[config.mk]
export PLATFORM = sky130hd
export DESIGN_NAME = gcd_unit_queued
export DESIGN_NICKNAME = d
export VERILOG_FILES = /design/src/rtl/gcd_unit_queued.sv
export SDC_FILE = /design/constraint.sdc
export NUM_CORES = 1
export LEC_CHECK = 0
export CELL_PAD_IN_SITES_DETAIL_PLACEMENT = 1
export CELL_PAD_IN_SITES_GLOBAL_PLACEMENT = 1
export CORE_AREA = 8 8 201 203
export DETAILED_ROUTE_END_ITERATION = 6
export DIE_AREA = 0 0 209 211
export PLACE_DENSITY = 0.78
export SYNTH_ARGS = -nofsm -noshare
export SYNTH_HDL_FRONTEND = slang
export SYNTH_SLANG_ARGS = --single-unit
[constraint.sdc]
create_clock -name clk -period 6.2 [get_ports clk]
set_input_delay 1.86 -clock clk [delete_from_list [all_inputs] [get_ports clk]]
set_output_delay 1.86 -clock clk [all_outputs]
set_load 0.01 [all_outputs]
[src/rtl/gcd_unit_queued.sv]
`timescale 1ns/1ps
`default_nettype none
// ============================================================================
// Module   : gcd_unit_queued
// Purpose  : Queued, tagged subtractive-Euclid GCD engine with step counting.
// Revision : 1.0 - initial release
// ============================================================================

module gcd_unit_queued #(
   parameter int W     = 32,
   parameter int DEPTH = 4,
   parameter int TAGW  = 4
) (
   input  logic                   clk,
   input  logic                   reset,
   input  logic [W-1:0]           operands_bits_A,
   input  logic [W-1:0]           operands_bits_B,
   input  logic [TAGW-1:0]        operands_bits_tag,
   input  logic                   operands_val,
   output logic                   operands_rdy,
   output logic [W-1:0]           result_bits_data,
   output logic [TAGW-1:0]        result_bits_tag,
   output logic [15:0]            result_bits_steps,
   output logic                   result_val,
   input  logic                   result_rdy,
   output logic [$clog2(DEPTH):0] queue_count
);

   localparam int          PW          = $clog2(DEPTH);
   localparam logic [PW:0] C_FULL      = (PW+1)'(DEPTH);
   localparam logic [PW:0] C_PTR_ONE   = (PW+1)'(1);
   localparam logic [15:0] C_STEPS_MAX = 16'hFFFF;

   typedef enum logic [1:0] {
      ST_IDLE = 2'd0,
      ST_CALC = 2'd1,
      ST_DONE = 2'd2
   } state_t;

   logic [W-1:0]    mem_a_q   [DEPTH];
   logic [W-1:0]    mem_b_q   [DEPTH];
   logic [TAGW-1:0] mem_tag_q [DEPTH];

   state_t          state_q, state_d;
   logic [PW:0]     wr_ptr_q, wr_ptr_d;
   logic [PW:0]     rd_ptr_q, rd_ptr_d;
   logic [W-1:0]    a_q, a_d;
   logic [W-1:0]    b_q, b_d;
   logic [TAGW-1:0] tag_q, tag_d;
   logic [15:0]     steps_q, steps_d;
   logic            res_val_q, res_val_d;
   logic [W-1:0]    res_data_q, res_data_d;
   logic [TAGW-1:0] res_tag_q, res_tag_d;
   logic [15:0]     res_steps_q, res_steps_d;

   logic [PW:0]     w_count;
   logic            w_full;
   logic            w_empty;
   logic            w_push;
   logic            w_pop;
   logic [PW-1:0]   w_head;
   logic [15:0]     w_steps_inc;

   // Pointers carry one extra wrap bit so full and empty are distinguishable.
   assign w_count     = wr_ptr_q - rd_ptr_q;
   assign w_full      = (w_count == C_FULL);
   assign w_empty     = (w_count == '0);
   assign w_push      = operands_val && !w_full;
   assign w_head      = rd_ptr_q[PW-1:0];
   assign w_steps_inc = (steps_q == C_STEPS_MAX) ? steps_q : steps_q + 16'd1;

   always_comb begin
      state_d     = state_q;
      a_d         = a_q;
      b_d         = b_q;
      tag_d       = tag_q;
      steps_d     = steps_q;
      res_val_d   = res_val_q;
      res_data_d  = res_data_q;
      res_tag_d   = res_tag_q;
      res_steps_d = res_steps_q;
      w_pop       = 1'b0;

      case (state_q)
         ST_IDLE: begin
            w_pop = !w_empty;
         end
         ST_CALC: begin
            if (a_q < b_q) begin
               a_d     = b_q;
               b_d     = a_q;
               steps_d = w_steps_inc;
            end else if (b_q != '0) begin
               a_d     = a_q - b_q;
               steps_d = w_steps_inc;
            end else begin
               state_d     = ST_DONE;
               res_val_d   = 1'b1;
               res_data_d  = a_q;
               res_tag_d   = tag_q;
               res_steps_d = steps_q;
            end
         end
         ST_DONE: begin
            if (result_rdy) begin
               res_val_d = 1'b0;
               state_d   = ST_IDLE;
               w_pop     = !w_empty;
            end
         end
         default: begin
            state_d = ST_IDLE;
         end
      endcase

      // A pop from either IDLE or a completed handshake skips straight to CALC.
      if (w_pop) begin
         a_d     = mem_a_q[w_head];
         b_d     = mem_b_q[w_head];
         tag_d   = mem_tag_q[w_head];
         steps_d = '0;
         state_d = ST_CALC;
      end

      wr_ptr_d = w_push ? wr_ptr_q + C_PTR_ONE : wr_ptr_q;
      rd_ptr_d = w_pop  ? rd_ptr_q + C_PTR_ONE : rd_ptr_q;
   end

   always_ff @(posedge clk or posedge reset) begin
      if (reset) begin
         state_q     <= ST_IDLE;
         wr_ptr_q    <= '0;
         rd_ptr_q    <= '0;
         a_q         <= '0;
         b_q         <= '0;
         tag_q       <= '0;
         steps_q     <= '0;
         res_val_q   <= 1'b0;
         res_data_q  <= '0;
         res_tag_q   <= '0;
         res_steps_q <= '0;
      end else begin
         state_q     <= state_d;
         wr_ptr_q    <= wr_ptr_d;
         rd_ptr_q    <= rd_ptr_d;
         a_q         <= a_d;
         b_q         <= b_d;
         tag_q       <= tag_d;
         steps_q     <= steps_d;
         res_val_q   <= res_val_d;
         res_data_q  <= res_data_d;
         res_tag_q   <= res_tag_d;
         res_steps_q <= res_steps_d;
      end
   end

   // Storage needs no reset: the pointers alone decide which entries are live.
   always_ff @(posedge clk) begin
      if (w_push) begin
         mem_a_q[wr_ptr_q[PW-1:0]]   <= operands_bits_A;
         mem_b_q[wr_ptr_q[PW-1:0]]   <= operands_bits_B;
         mem_tag_q[wr_ptr_q[PW-1:0]] <= operands_bits_tag;
      end
   end

   assign operands_rdy      = !w_full;
   assign queue_count       = w_count;
   assign result_val        = res_val_q;
   assign result_bits_data  = res_data_q;
   assign result_bits_tag   = res_tag_q;
   assign result_bits_steps = res_steps_q;

endmodule

`default_nettype wire

==> impl_metrics.prom, run 1 <==
# TYPE chip_impl_metric gauge
chip_impl_metric{name="first_global_vias",unit=""} 12200
chip_impl_metric{name="finalMaxSlewViolations",unit=""} 0
chip_impl_info{name="cts_tree",value="built"} 1
chip_impl_metric{name="ctsLongestPathBuffers",unit=""} 3
chip_impl_metric{name="finalHoldWorstSlack",unit="ps"} 486
chip_impl_metric{name="tritoncts.num_buffers",unit=""} 44
chip_impl_metric{name="final_nets",unit=""} 1485
chip_impl_metric{name="gp_routability_congestion",unit=""} 0.859
chip_impl_metric{name="power.switching",unit="mW"} 4.26
chip_impl_metric{name="worstSkewPairLatency",unit="ps"} 560
chip_impl_metric{name="die-height",unit="µm"} 211
chip_impl_metric{name="drcViolationCount",unit=""} 0
chip_impl_metric{name="antennaDiodeCount",unit=""} 0
chip_impl_metric{name="groute.layer.met3.usage",unit="%"} 3.81
chip_impl_metric{name="drt_iter0_markers",unit=""} 571
chip_impl_metric{name="drt_pass1_iterations",unit=""} 5
chip_impl_metric{name="antenna_found_initial",unit=""} 0
chip_impl_info{name="synth_top_family_by_area",value="multiplexers"} 1
chip_impl_metric{name="timing.critical_path.required",unit="ps"} 4340
chip_impl_info{name="commonest_non_fill_non_tap_cell_in_the_layout",value="sky130_fd_sc_hd__edfxtp_1"} 1
chip_impl_metric{name="area_growth",unit="%"} 18.3
chip_impl_info{name="rsz_0062_raised_after_global_routing",value="no"} 1
chip_impl_metric{name="rows",unit=""} 71
chip_impl_metric{name="slew_headroom",unit="%"} 24.3
chip_impl_metric{name="setup_violating_endpoint_count_in_the_final_report",unit=""} 0
chip_impl_metric{name="fill_cells",unit=""} 3540
chip_impl_metric{name="postSynth.asyncResetShare",unit="%"} 34.8
chip_impl_info{name="global_route.peak_usage_layer",value="met2"} 1
chip_impl_info{name="crit_startpoint",value="rd_ptr_q[0]"} 1
chip_impl_metric{name="clock_sink_count",unit=""} 417
chip_impl_metric{name="top_level_ports",unit=""} 129
chip_impl_metric{name="die_area",unit="µm²"} 44100
chip_impl_metric{name="netlist-cell-type-count",unit=""} 61
chip_impl_metric{name="timing.critical_path.fanout_max",unit=""} 16
chip_impl_metric{name="int_pwr",unit="mW"} 7.20
chip_impl_metric{name="timing.final.hold_violations",unit=""} 0
chip_impl_info{name="hold_start",value="result_bits_steps[9]"} 1
chip_impl_metric{name="floorplan.initialDensity",unit="%"} 48.4
chip_impl_metric{name="final.min_clock_period",unit="ps"} 5150
chip_impl_metric{name="synthMuxAreaShare",unit="%"} 12.4
chip_impl_info{name="most-common-layout-cells",value="sky130_fd_sc_hd__edfxtp_1, sky130_fd_sc_hd__dfrtp_1, sky130_fd_sc_hd__nand2_1"} 1
chip_impl_metric{name="setup_total_negative_slack",unit="ps"} 0
chip_impl_info{name="synth_ff_type",value="sky130_fd_sc_hd__edfxtp_1"} 1
chip_impl_metric{name="combPwrFrac",unit="%"} 40.2
chip_impl_metric{name="post-dp-hpwl",unit="µm"} 29200
chip_impl_metric{name="finish.cell_count_without_fillers",unit=""} 1880
chip_impl_metric{name="h-tree-depth",unit=""} 2
chip_impl_metric{name="share_of_the_yosys_chip_area_belonging_to_registers",unit="%"} 65.6
chip_impl_info{name="run_status",value="complete, no violations"} 1
chip_impl_metric{name="cell_count_after_placement",unit=""} 1800
chip_impl_metric{name="grt.met1_usage",unit="%"} 26.9
chip_impl_metric{name="core-area",unit="µm²"} 37100
chip_impl_metric{name="arrival",unit="ps"} 3290
chip_impl_metric{name="power.share.sequential",unit="%"} 36.4
chip_impl_info{name="min_path_type",value="flop to flop"} 1
chip_impl_metric{name="xor_xnor_share_of_the_synthesized_area",unit="%"} 2.09
chip_impl_metric{name="netlist_area",unit="µm²"} 18000
chip_impl_metric{name="final_layout_size_suffix_gt1_share",unit="%"} 12.7
chip_impl_metric{name="count_of_mapped_cells_out_of_synthesis",unit=""} 1237
chip_impl_metric{name="avgSynthCellArea",unit="µm²"} 14.5
chip_impl_metric{name="synth-edff-count",unit=""} 272
chip_impl_metric{name="via_per_inst",unit=""} 5.86
chip_impl_metric{name="clock_skew",unit="ps"} 18.0
chip_impl_metric{name="worstMarginPinSlew",unit="ps"} 1140
chip_impl_metric{name="grt_max_degree",unit=""} 83
chip_impl_metric{name="post_route_wl",unit="µm"} 45000
chip_impl_info{name="crit_path_category",value="flop to output pin"} 1
chip_impl_metric{name="globalRouteTotalUtil",unit="%"} 20.6
chip_impl_info{name="origin_of_the_critical_flop_to_flop_path",value="b_q[22]"} 1
chip_impl_metric{name="wire_length_of_the_first_global_routing_pass",unit="µm"} 71500
chip_impl_metric{name="fmax",unit="MHz"} 194
chip_impl_metric{name="pwr_per_cell_area",unit="nW/µm²"} 538
chip_impl_metric{name="setup_repair_bufs_after_cts",unit=""} 0
chip_impl_metric{name="detail_route.wl_per_cell",unit="µm"} 23.9
chip_impl_metric{name="finalCritPeriodShare",unit="%"} 83.1
chip_impl_metric{name="grt.met2_usage",unit="%"} 35.8
chip_impl_metric{name="synth_compound_gate_area_share",unit="%"} 7.32
chip_impl_metric{name="max-cap-violations",unit=""} 0
chip_impl_metric{name="power_leakage",unit="nW"} 8.15
chip_impl_metric{name="clock_pin_slew_on_the_worst_setup_and_hold_paths",unit="ps"} 60
chip_impl_metric{name="postCtsHoldBufs",unit=""} 0
chip_impl_metric{name="number_of_port_buffers",unit=""} 128
chip_impl_info{name="startpoint_type",value="flop"} 1
chip_impl_info{name="ctsRootBufferMaster",value="sky130_fd_sc_hd__clkbuf_16"} 1
chip_impl_metric{name="synth-simple-area-share",unit="%"} 7.21
chip_impl_metric{name="overflow",unit=""} 0
chip_impl_info{name="end_kind",value="output pin"} 1
chip_impl_metric{name="routed-via-count",unit=""} 11000
chip_impl_metric{name="chipWidth",unit="µm"} 209
chip_impl_metric{name="post_cts.resized_instances",unit=""} 0
chip_impl_metric{name="irDropWorstVdd",unit="V"} 0.000280
chip_impl_metric{name="synthAdderAreaFrac",unit="%"} 2.94
chip_impl_metric{name="switching_share",unit="%"} 37.1
chip_impl_metric{name="postSynthRegisterBits",unit=""} 417
chip_impl_metric{name="ant_nets",unit=""} 0
chip_impl_metric{name="synth.net_count",unit=""} 1350
chip_impl_metric{name="synthesis.yosys.warnings",unit=""} 0
chip_impl_metric{name="clkPwrFrac",unit="%"} 23.4
==> registers in the layout, summed over array words and instances (netlist names) <==
signal and count:
wr_ptr_q 3, a_q 32, rd_ptr_q 3, steps_q 16
b_q 32, mem_tag_q 16, mem_a_q 128, result_bits_data 32
result_val 1, result_bits_tag 4, tag_q 4, mem_b_q 128
result_bits_steps 16, state_q 2
==> synthesized netlist by cell type, types with 3 or more instances <==
cell type / count / area (µm²)
sky130_fd_sc_hd__o21a_1: 5 / 37.5
sky130_fd_sc_hd__nand2_1: 131 / 492
sky130_fd_sc_hd__mux4_2: 68 / 1530
sky130_fd_sc_hd__and3_1: 18 / 113
sky130_fd_sc_hd__ha_1: 39 / 488
sky130_fd_sc_hd__dfrtp_1: 145 / 3630
sky130_fd_sc_hd__mux2_1: 45 / 507
sky130_fd_sc_hd__o21ai_0: 45 / 225
sky130_fd_sc_hd__o22ai_1: 6 / 37.5
sky130_fd_sc_hd__or2_2: 4 / 25.0
sky130_fd_sc_hd__o31a_1: 4 / 35.0
sky130_fd_sc_hd__mux2_2: 6 / 67.6
sky130_fd_sc_hd__nand2b_1: 3 / 18.8
sky130_fd_sc_hd__inv_1: 51 / 191
sky130_fd_sc_hd__xor2_1: 25 / 219
sky130_fd_sc_hd__a222oi_1: 8 / 80.1
sky130_fd_sc_hd__nor2_1: 77 / 289
sky130_fd_sc_hd__a211oi_1: 4 / 30.0
sky130_fd_sc_hd__a221oi_1: 7 / 61.3
sky130_fd_sc_hd__nand3_1: 12 / 60.1
sky130_fd_sc_hd__xnor2_1: 18 / 158
sky130_fd_sc_hd__nor2b_1: 6 / 37.5
sky130_fd_sc_hd__mux2i_1: 13 / 130
sky130_fd_sc_hd__edfxtp_1: 272 / 8170
sky130_fd_sc_hd__a21oi_1: 58 / 290
sky130_fd_sc_hd__a31oi_1: 36 / 225
sky130_fd_sc_hd__buf_2: 16 / 80.1
sky130_fd_sc_hd__nor3_1: 3 / 15.0
sky130_fd_sc_hd__o21bai_1: 4 / 30.0
sky130_fd_sc_hd__clkbuf_1: 36 / 135
sky130_fd_sc_hd__nand4_1: 13 / 81.3
sky130_fd_sc_hd__nor4_1: 10 / 62.6
sky130_fd_sc_hd__and4_1: 3 / 26.3
sky130_fd_sc_hd__buf_4: 3 / 22.5
sky130_fd_sc_hd__a21o_1: 8 / 60.1
==> final cells by class <==
type                    count  area, µm²  area share (%)
flip-flops and latches    417      11800            55.4
repair buffers            146       1440            6.77
clock buffers              57       1190            5.60
multi-input cells         712       5790            27.2
clock inverters            23        278            1.30
well taps                 474        593            2.79
inverters                  51        196           0.923
==> path summary, 6_finish.rpt <==
path,to,slack (ps),cells after the start
max,operands_rdy,1050,7
min,result_bits_steps[9],490,1
max reg2reg,steps_q[7],2110,12
min reg2reg,result_bits_steps[9],490,1
max in group asynchronous,result_bits_steps[5],3380,3
min in group asynchronous,wr_ptr_q[0],1840,2
==> kinds of logic after synthesis <==
kind of cell             after synthesis
multiplexers                         132
adder cells (fa/ha/maj)               41
flip-flops                           417
XOR/XNOR                              43
AO/OA/AOI/OAI                        207
buffers and inverters                108
AND/OR/NAND/NOR                      289
==> layer usage <==
layer	vias to the layer above	wire length [µm]
li1	4943	-
met1	5759	19300
met2	253	22900
met3	56	2030
met4	0	702
met5	-	0
==> power by group through the flow <==
stage | logic [mW] | registers, mW | clock network, mW
final | 4.60 | 4.17 | 2.68
after floorplan | 3.37 | 4.03 | 0
after global routing | 5.08 | 4.23 | 2.84
after detailed placement | 4.58 | 4.21 | 0
after global placement | 4.43 | 4.16 | 0
after CTS | 4.64 | 4.17 | 2.75
==> metrics by stage <==
| step | setup WS (ps) | area (µm²) | total power [mW] | utilization, % |
|---|---|---|---|---|
| after CTS | 1010 | 21300 | 11.6 | 57.3 |
| after global routing | 890 | 21300 | 12.2 | 57.3 |
| final | 1050 | 21300 | 11.5 | 57.3 |
| after detailed placement | 1650 | 19800 | 8.79 | 53.4 |
| after global placement | 1720 | 19800 | 8.60 | 53.4 |
| after floorplan | 445 | 18000 | 7.41 | - |
==> worst max-delay path, cell delays in order (launching register included) <==
cell and delay, ps:
sky130_fd_sc_hd__dfrtp_4 650, sky130_fd_sc_hd__ha_1 270, sky130_fd_sc_hd__fa_1 380, sky130_fd_sc_hd__xnor2_1 210
sky130_fd_sc_hd__xor2_1 340, sky130_fd_sc_hd__inv_1 120, sky130_fd_sc_hd__nand3_1 190, sky130_fd_sc_hd__clkdlybuf4s50_1 580
(Power assumes the default switching activity.)
==> run 2, diff against run 1 <==
- clock period: 6.2 -> 5.15 ns (I/O delays scaled with it)
==> impl_metrics.prom, run 2 (synthesis results as in run 1) <==
# TYPE chip_impl_metric gauge
chip_impl_metric{name="final.min_clock_period",unit="ps"} 4680
chip_impl_info{name="timing.critical_path.slowest_stage_cell",value="sky130_fd_sc_hd__clkdlybuf4s50_1"} 1
chip_impl_metric{name="drcViolationCount",unit=""} 0
chip_impl_metric{name="final_nets",unit=""} 1487
chip_impl_metric{name="power_leakage",unit="nW"} 8.18
chip_impl_metric{name="first_global_vias",unit=""} 12000
chip_impl_metric{name="power.switching",unit="mW"} 5.11
chip_impl_info{name="cts_tree",value="built"} 1
chip_impl_metric{name="globalRouteTotalUtil",unit="%"} 20.6
chip_impl_metric{name="gp_routability_congestion",unit=""} 0.869
chip_impl_metric{name="holdPathStages",unit=""} 2
chip_impl_metric{name="finalHoldWorstSlack",unit="ps"} 477
chip_impl_metric{name="combPwrFrac",unit="%"} 40.5
chip_impl_metric{name="drt_pass1_iterations",unit=""} 5
chip_impl_metric{name="antennaDiodeCount",unit=""} 0
chip_impl_metric{name="chipWidth",unit="µm"} 209
chip_impl_info{name="commonest_non_fill_non_tap_cell_in_the_layout",value="sky130_fd_sc_hd__edfxtp_1"} 1
chip_impl_metric{name="detail_route.wl_per_cell",unit="µm"} 23.8
chip_impl_metric{name="power.share.sequential",unit="%"} 36.0
chip_impl_info{name="critical_path.reg2reg.endpoint",value="a_q[27]"} 1
chip_impl_metric{name="int_pwr",unit="mW"} 8.68
chip_impl_metric{name="drt_iter0_markers",unit=""} 628
chip_impl_metric{name="worstRegToRegCells",unit=""} 11
chip_impl_metric{name="overflow",unit=""} 0
chip_impl_metric{name="h-tree-depth",unit=""} 2
chip_impl_metric{name="clkPwrFrac",unit="%"} 23.5
chip_impl_metric{name="fill_cells",unit=""} 3517
chip_impl_metric{name="timing.critical_path.required",unit="ps"} 3610
chip_impl_metric{name="arrival",unit="ps"} 3130
chip_impl_metric{name="post_cts.resized_instances",unit=""} 0
chip_impl_info{name="most-common-layout-cells",value="sky130_fd_sc_hd__edfxtp_1, sky130_fd_sc_hd__dfrtp_1, sky130_fd_sc_hd__nand2_1"} 1
chip_impl_info{name="end_kind",value="output pin"} 1
chip_impl_info{name="crit_path_category",value="flop to output pin"} 1
chip_impl_metric{name="clock_skew",unit="ps"} 27.2
chip_impl_metric{name="switching_share",unit="%"} 37.1
chip_impl_metric{name="finalMaxSlewViolations",unit=""} 0
chip_impl_metric{name="ant_nets",unit=""} 0
chip_impl_metric{name="routed-via-count",unit=""} 11000
chip_impl_metric{name="timing.critical_path.fanout_max",unit=""} 6
chip_impl_info{name="origin_of_the_critical_flop_to_flop_path",value="b_q[25]"} 1
chip_impl_metric{name="setup_repair_bufs_after_cts",unit=""} 0
chip_impl_metric{name="pre_cts_ws",unit="ps"} 1110
chip_impl_metric{name="worstSkewPairLatency",unit="ps"} 570
chip_impl_metric{name="area_growth",unit="%"} 18.6
chip_impl_metric{name="top_level_ports",unit=""} 129
chip_impl_metric{name="cp_slowest_stage_delay",unit="ps"} 580
chip_impl_metric{name="die-height",unit="µm"} 211
chip_impl_info{name="hold-path-endpoint",value="tag_q[3]"} 1
chip_impl_metric{name="setup_violating_endpoint_count_in_the_final_report",unit=""} 0
chip_impl_metric{name="clock_sink_count",unit=""} 417
chip_impl_metric{name="fmax",unit="MHz"} 214
chip_impl_metric{name="clock_pin_slew_on_the_worst_setup_and_hold_paths",unit="ps"} 60
chip_impl_metric{name="rows",unit=""} 71
chip_impl_info{name="path_cells",value="inv_1, ha_1, fa_1, xnor2_1, xor2_1, inv_1, nand3_1, clkdlybuf4s50_1"} 1
chip_impl_metric{name="antenna_found_initial",unit=""} 0
chip_impl_metric{name="worstMarginPinSlew",unit="ps"} 938
chip_impl_metric{name="timing.final.hold_violations",unit=""} 0
chip_impl_metric{name="post_route_wl",unit="µm"} 44900
chip_impl_metric{name="die_area",unit="µm²"} 44100
chip_impl_metric{name="pwr_per_cell_area",unit="nW/µm²"} 647
chip_impl_metric{name="final_layout_size_suffix_gt1_share",unit="%"} 13.0
chip_impl_metric{name="slew_headroom",unit="%"} 37.4
chip_impl_info{name="ctsRootBufferMaster",value="sky130_fd_sc_hd__clkbuf_16"} 1
chip_impl_metric{name="fin_ws",unit="ps"} 472
chip_impl_metric{name="setup_total_negative_slack",unit="ps"} 0
chip_impl_metric{name="max-cap-violations",unit=""} 0
chip_impl_metric{name="core-area",unit="µm²"} 37100
chip_impl_metric{name="post-dp-hpwl",unit="µm"} 29500
chip_impl_info{name="run_status",value="complete, no violations"} 1
chip_impl_metric{name="irDropWorstVdd",unit="V"} 0.000377
chip_impl_info{name="hold_start",value="tag_q[3]"} 1
chip_impl_metric{name="ctsLongestPathBuffers",unit=""} 3
chip_impl_info{name="path_common_cell",value="sky130_fd_sc_hd__inv_1"} 1
chip_impl_info{name="rsz_0062_raised_after_global_routing",value="no"} 1
chip_impl_metric{name="number_of_port_buffers",unit=""} 128
chip_impl_metric{name="grt_max_degree",unit=""} 146
chip_impl_info{name="startpoint_type",value="flop"} 1
chip_impl_metric{name="timing.reg2reg.setup_slack",unit="ps"} 1120
chip_impl_metric{name="wire_length_of_the_first_global_routing_pass",unit="µm"} 70700
chip_impl_metric{name="floorplan.initialDensity",unit="%"} 48.4
chip_impl_info{name="min_path_type",value="flop to flop"} 1
chip_impl_metric{name="post-layout-total-power",unit="mW"} 13.8
chip_impl_metric{name="via_per_inst",unit=""} 5.84
chip_impl_metric{name="finalCritPeriodShare",unit="%"} 90.8
chip_impl_metric{name="tritoncts.num_buffers",unit=""} 44
chip_impl_metric{name="postCtsHoldBufs",unit=""} 0
## run 2: cell types whose count changed in the layout (fill, tap and decap cells not counted), sizes merged
cell / change
buf: +2
bufinv: -3
clkbuf: +10
clkinv: -3
clkinvlp: -2
inv: -2
## run 2: cell type report
type | count | area, µm² | share of cell area [%]
multi-input combinational | 712 | 5790 | 27.1
clock inverter | 13 | 143 | 0.669
timing repair buffer | 148 | 1470 | 6.89
inverter | 51 | 195 | 0.915
sequential | 417 | 11800 | 55.3
tap | 474 | 593 | 2.78
clock buffer | 67 | 1350 | 6.31
## run 2: worst max-delay path: cells and delay by family (launching register included)
| family | cells | cell delay [ps] |
|---|---|---|
| flip-flops | 1 | 370 |
| XOR/XNOR | 2 | 590 |
| buffers and inverters | 3 | 810 |
| AND/OR/NAND/NOR | 1 | 190 |
| adder cells (fa/ha/maj) | 2 | 600 |
## run 2: per-layer routing
| metal | track usage (%) | part of all wire [%] | vias up |
|---|---|---|---|
| met5 | 0 | 0 | - |
| met4 | 6.71 | 2.8 | 0 |
| li1 | - | - | 4960 |
| met3 | 4.20 | 4.5 | 81 |
| met2 | 35.2 | 50 | 247 |
| met1 | 26.3 | 42 | 5695 |
## run 2: how the worst max path moves through the flow
stage                      startpoint             to  slack (ps)  cells after the start
final                     wr_ptr_q[0]   operands_rdy         470                      8
after global routing      wr_ptr_q[0]   operands_rdy         240                      8
after CTS                 wr_ptr_q[0]   operands_rdy         410                      8
after detailed placement  wr_ptr_q[0]   operands_rdy        1110                      8
after global placement    wr_ptr_q[0]   operands_rdy        1240                      8
after floorplan           wr_ptr_q[0]  mem_a_q[3][0]        1290                      8
## run 2: metrics by stage
| step | instances | cell area (µm²) | utilization, % |
|---|---|---|---|
| after CTS | 1882 | 21300 | 57.5 |
| after global placement | 1802 | 19800 | 53.4 |
| after floorplan | 1237 | 18000 | - |
| after detailed placement | 1802 | 19800 | 53.4 |
| after global routing | 1882 | 21300 | 57.5 |
| final | 1882 | 21300 | 57.5 |
## run 2: power by group through the flow
stage / clock network, mW / registers, mW / logic [mW]
CTS: 3.31 / 4.97 / 5.64
global route: 3.42 / 5.05 / 6.17
finish: 3.24 / 4.97 / 5.59
global placement: 0 / 4.96 / 5.37
detailed placement: 0 / 5.03 / 5.57
floorplan: 0 / 4.86 / 4.06
==> run 3, diff against run 2 <==
- clock period: 5.15 -> 4.55 ns (I/O delays scaled with it)
==> impl_metrics.prom, run 3 (synthesis results as in run 1) <==
# TYPE chip_impl_metric gauge
chip_impl_metric{name="setup_violating_endpoint_count_in_the_final_report",unit=""} 0
chip_impl_info{name="commonest_non_fill_non_tap_cell_in_the_layout",value="sky130_fd_sc_hd__edfxtp_1"} 1
chip_impl_metric{name="slew_headroom",unit="%"} 27.5
chip_impl_metric{name="ctsLongestPathBuffers",unit=""} 3
chip_impl_metric{name="clkPwrFrac",unit="%"} 23.1
chip_impl_metric{name="grt_max_degree",unit=""} 134
chip_impl_metric{name="final_nets",unit=""} 1481
chip_impl_metric{name="floorplan.initialDensity",unit="%"} 48.4
chip_impl_metric{name="arrival",unit="ps"} 2990
chip_impl_metric{name="max-cap-violations",unit=""} 0
chip_impl_metric{name="stdcell_area",unit="µm²"} 21300
chip_impl_metric{name="switching_share",unit="%"} 37.0
chip_impl_metric{name="pwr_per_cell_area",unit="nW/µm²"} 728
chip_impl_metric{name="detail_route.wl_per_cell",unit="µm"} 23.8
chip_impl_metric{name="finalCritPeriodShare",unit="%"} 95.7
chip_impl_metric{name="area_growth",unit="%"} 18.3
chip_impl_metric{name="via_per_inst",unit=""} 5.86
chip_impl_metric{name="clock_sink_count",unit=""} 417
chip_impl_metric{name="rows",unit=""} 71
chip_impl_info{name="run_status",value="complete, no violations"} 1
chip_impl_metric{name="placed_cell_area",unit="µm²"} 19800
chip_impl_info{name="crit_path_category",value="flop to output pin"} 1
chip_impl_metric{name="clock_skew",unit="ps"} 15.5
chip_impl_metric{name="int_pwr",unit="mW"} 9.76
chip_impl_metric{name="top_level_ports",unit=""} 129
chip_impl_metric{name="core-area",unit="µm²"} 37100
chip_impl_metric{name="cell_count_after_placement",unit=""} 1797
chip_impl_metric{name="worstRegToRegCells",unit=""} 11
chip_impl_info{name="startpoint_type",value="flop"} 1
chip_impl_metric{name="setup_total_negative_slack",unit="ps"} 0
chip_impl_metric{name="irDropWorstVdd",unit="V"} 0.000365
chip_impl_metric{name="power_leakage",unit="nW"} 8.12
chip_impl_metric{name="die_area",unit="µm²"} 44100
chip_impl_metric{name="first_global_vias",unit=""} 12200
chip_impl_info{name="rsz_0062_raised_after_global_routing",value="no"} 1
chip_impl_metric{name="timing.critical_path.required",unit="ps"} 3180
chip_impl_metric{name="finish.cell_count_without_fillers",unit=""} 1877
chip_impl_metric{name="die-height",unit="µm"} 211
chip_impl_metric{name="overflow",unit=""} 0
chip_impl_metric{name="post_route_wl",unit="µm"} 44600
chip_impl_info{name="timing.critical_path.slowest_stage_cell",value="sky130_fd_sc_hd__clkdlybuf4s50_1"} 1
chip_impl_metric{name="routed-via-count",unit=""} 11000
chip_impl_info{name="min_path_type",value="flop to flop"} 1
chip_impl_metric{name="ant_nets",unit=""} 0
chip_impl_metric{name="worstMarginPinSlew",unit="ps"} 1090
chip_impl_metric{name="drt_pass1_iterations",unit=""} 5
chip_impl_metric{name="drt_iter0_markers",unit=""} 641
chip_impl_metric{name="chipWidth",unit="µm"} 209
chip_impl_metric{name="timing.final.hold_violations",unit=""} 0
chip_impl_info{name="cts_tree",value="built"} 1
chip_impl_metric{name="timing.critical_path.fanout_max",unit=""} 6
chip_impl_metric{name="worstSkewPairLatency",unit="ps"} 570
chip_impl_metric{name="number_of_port_buffers",unit=""} 128
chip_impl_metric{name="fin_util",unit="%"} 57.3
chip_impl_info{name="ctsRootBufferMaster",value="sky130_fd_sc_hd__clkbuf_16"} 1
chip_impl_metric{name="combPwrFrac",unit="%"} 40.6
chip_impl_metric{name="finalMaxSlewViolations",unit=""} 0
chip_impl_metric{name="tritoncts.num_buffers",unit=""} 43
chip_impl_info{name="end_kind",value="output pin"} 1
chip_impl_info{name="path_common_cell",value="sky130_fd_sc_hd__inv_1"} 1
chip_impl_metric{name="drcViolationCount",unit=""} 0
chip_impl_metric{name="wire_length_of_the_first_global_routing_pass",unit="µm"} 70900
chip_impl_info{name="path_cells",value="inv_1, ha_1, fa_1, xnor2_1, xor2_2, inv_1, nand3_1, clkdlybuf4s50_1"} 1
chip_impl_metric{name="h-tree-depth",unit=""} 2
chip_impl_metric{name="post-dp-hpwl",unit="µm"} 28500
chip_impl_metric{name="holdPathStages",unit=""} 1
chip_impl_metric{name="cp_slowest_stage_delay",unit="ps"} 580
chip_impl_metric{name="power.share.sequential",unit="%"} 36.4
chip_impl_metric{name="final.min_clock_period",unit="ps"} 4350
chip_impl_metric{name="antennaDiodeCount",unit=""} 0
chip_impl_metric{name="fmax",unit="MHz"} 230
chip_impl_metric{name="antenna_found_initial",unit=""} 1
chip_impl_metric{name="globalRouteTotalUtil",unit="%"} 20.6
chip_impl_metric{name="final_layout_size_suffix_gt1_share",unit="%"} 12.2
chip_impl_metric{name="gp_routability_congestion",unit=""} 0.867
chip_impl_metric{name="clock_pin_slew_on_the_worst_setup_and_hold_paths",unit="ps"} 60
chip_impl_info{name="most-common-layout-cells",value="sky130_fd_sc_hd__edfxtp_1, sky130_fd_sc_hd__dfrtp_1, sky130_fd_sc_hd__nand2_1"} 1
chip_impl_metric{name="power.switching",unit="mW"} 5.74
chip_impl_metric{name="fill_cells",unit=""} 3536
## run 3: routing by layer
metal,global-route usage (%),vias to the layer above,share of wire (%)
met4,6.56,2,2.2
met3,3.93,75,4.7
li1,-,4945,-
met1,25.9,5723,42
met2,35.6,259,51
met5,0,-,0.027
## run 3: final cells by class
| cell class | count | area, µm² | share of cell area [%] |
|---|---|---|---|
| repair buffers | 143 | 1470 | 6.90 |
| clock inverters | 18 | 230 | 1.08 |
| clock buffers | 62 | 1200 | 5.63 |
| well taps | 474 | 593 | 2.79 |
| inverters | 51 | 195 | 0.917 |
| multi-input cells | 712 | 5790 | 27.2 |
| flip-flops and latches | 417 | 11800 | 55.5 |
## run 3: critical path, delay by kind of cell (launching register included)
family | cells | cell delay, ps
buffers and inverters | 3 | 770
adder cells (fa/ha/maj) | 2 | 610
XOR/XNOR | 2 | 490
flip-flops | 1 | 390
AND/OR/NAND/NOR | 1 | 170
## run 3: path summary, 6_finish.rpt
| check | startpoint | slack (ps) | endpoint |
|---|---|---|---|
| min in group asynchronous | reset | 1120 | result_bits_steps[5] |
| worst min register to register | result_bits_steps[2] | 490 | result_bits_steps[2] |
| worst max register to register | b_q[22] | 790 | steps_q[7] |
| worst min-delay path | result_bits_steps[2] | 490 | result_bits_steps[2] |
| worst max-delay path | wr_ptr_q[0] | 200 | operands_rdy |
| max in group asynchronous | reset | 2350 | result_bits_data[8] |
## run 3: per-stage QoR
stage / hold slack, ps / setup WS, ps / power [mW]
after floorplan: 438 / 685 / 10.1
after global placement: 464 / 804 / 11.7
after detailed placement: 480 / 696 / 11.9
after CTS: 492 / 110 / 15.6
after global routing: 504 / 9.57 / 16.5
final: 486 / 198 / 15.5
## run 3: power groups by stage
stage,logic [mW],clock network [mW],registers (mW)
floorplan,4.60,0,5.50
global placement,6.06,0,5.63
detailed placement,6.25,0,5.70
CTS,6.32,3.65,5.64
global route,6.97,3.76,5.73
finish,6.28,3.57,5.64
## run 3: what timing repair did
item                                   CTS  global route
setup endpoints to repair                0             1
endpoints found under the hold margin    0             0
gates resized for setup                  0             1
buffers inserted                         0             0
hold buffers                             0             0
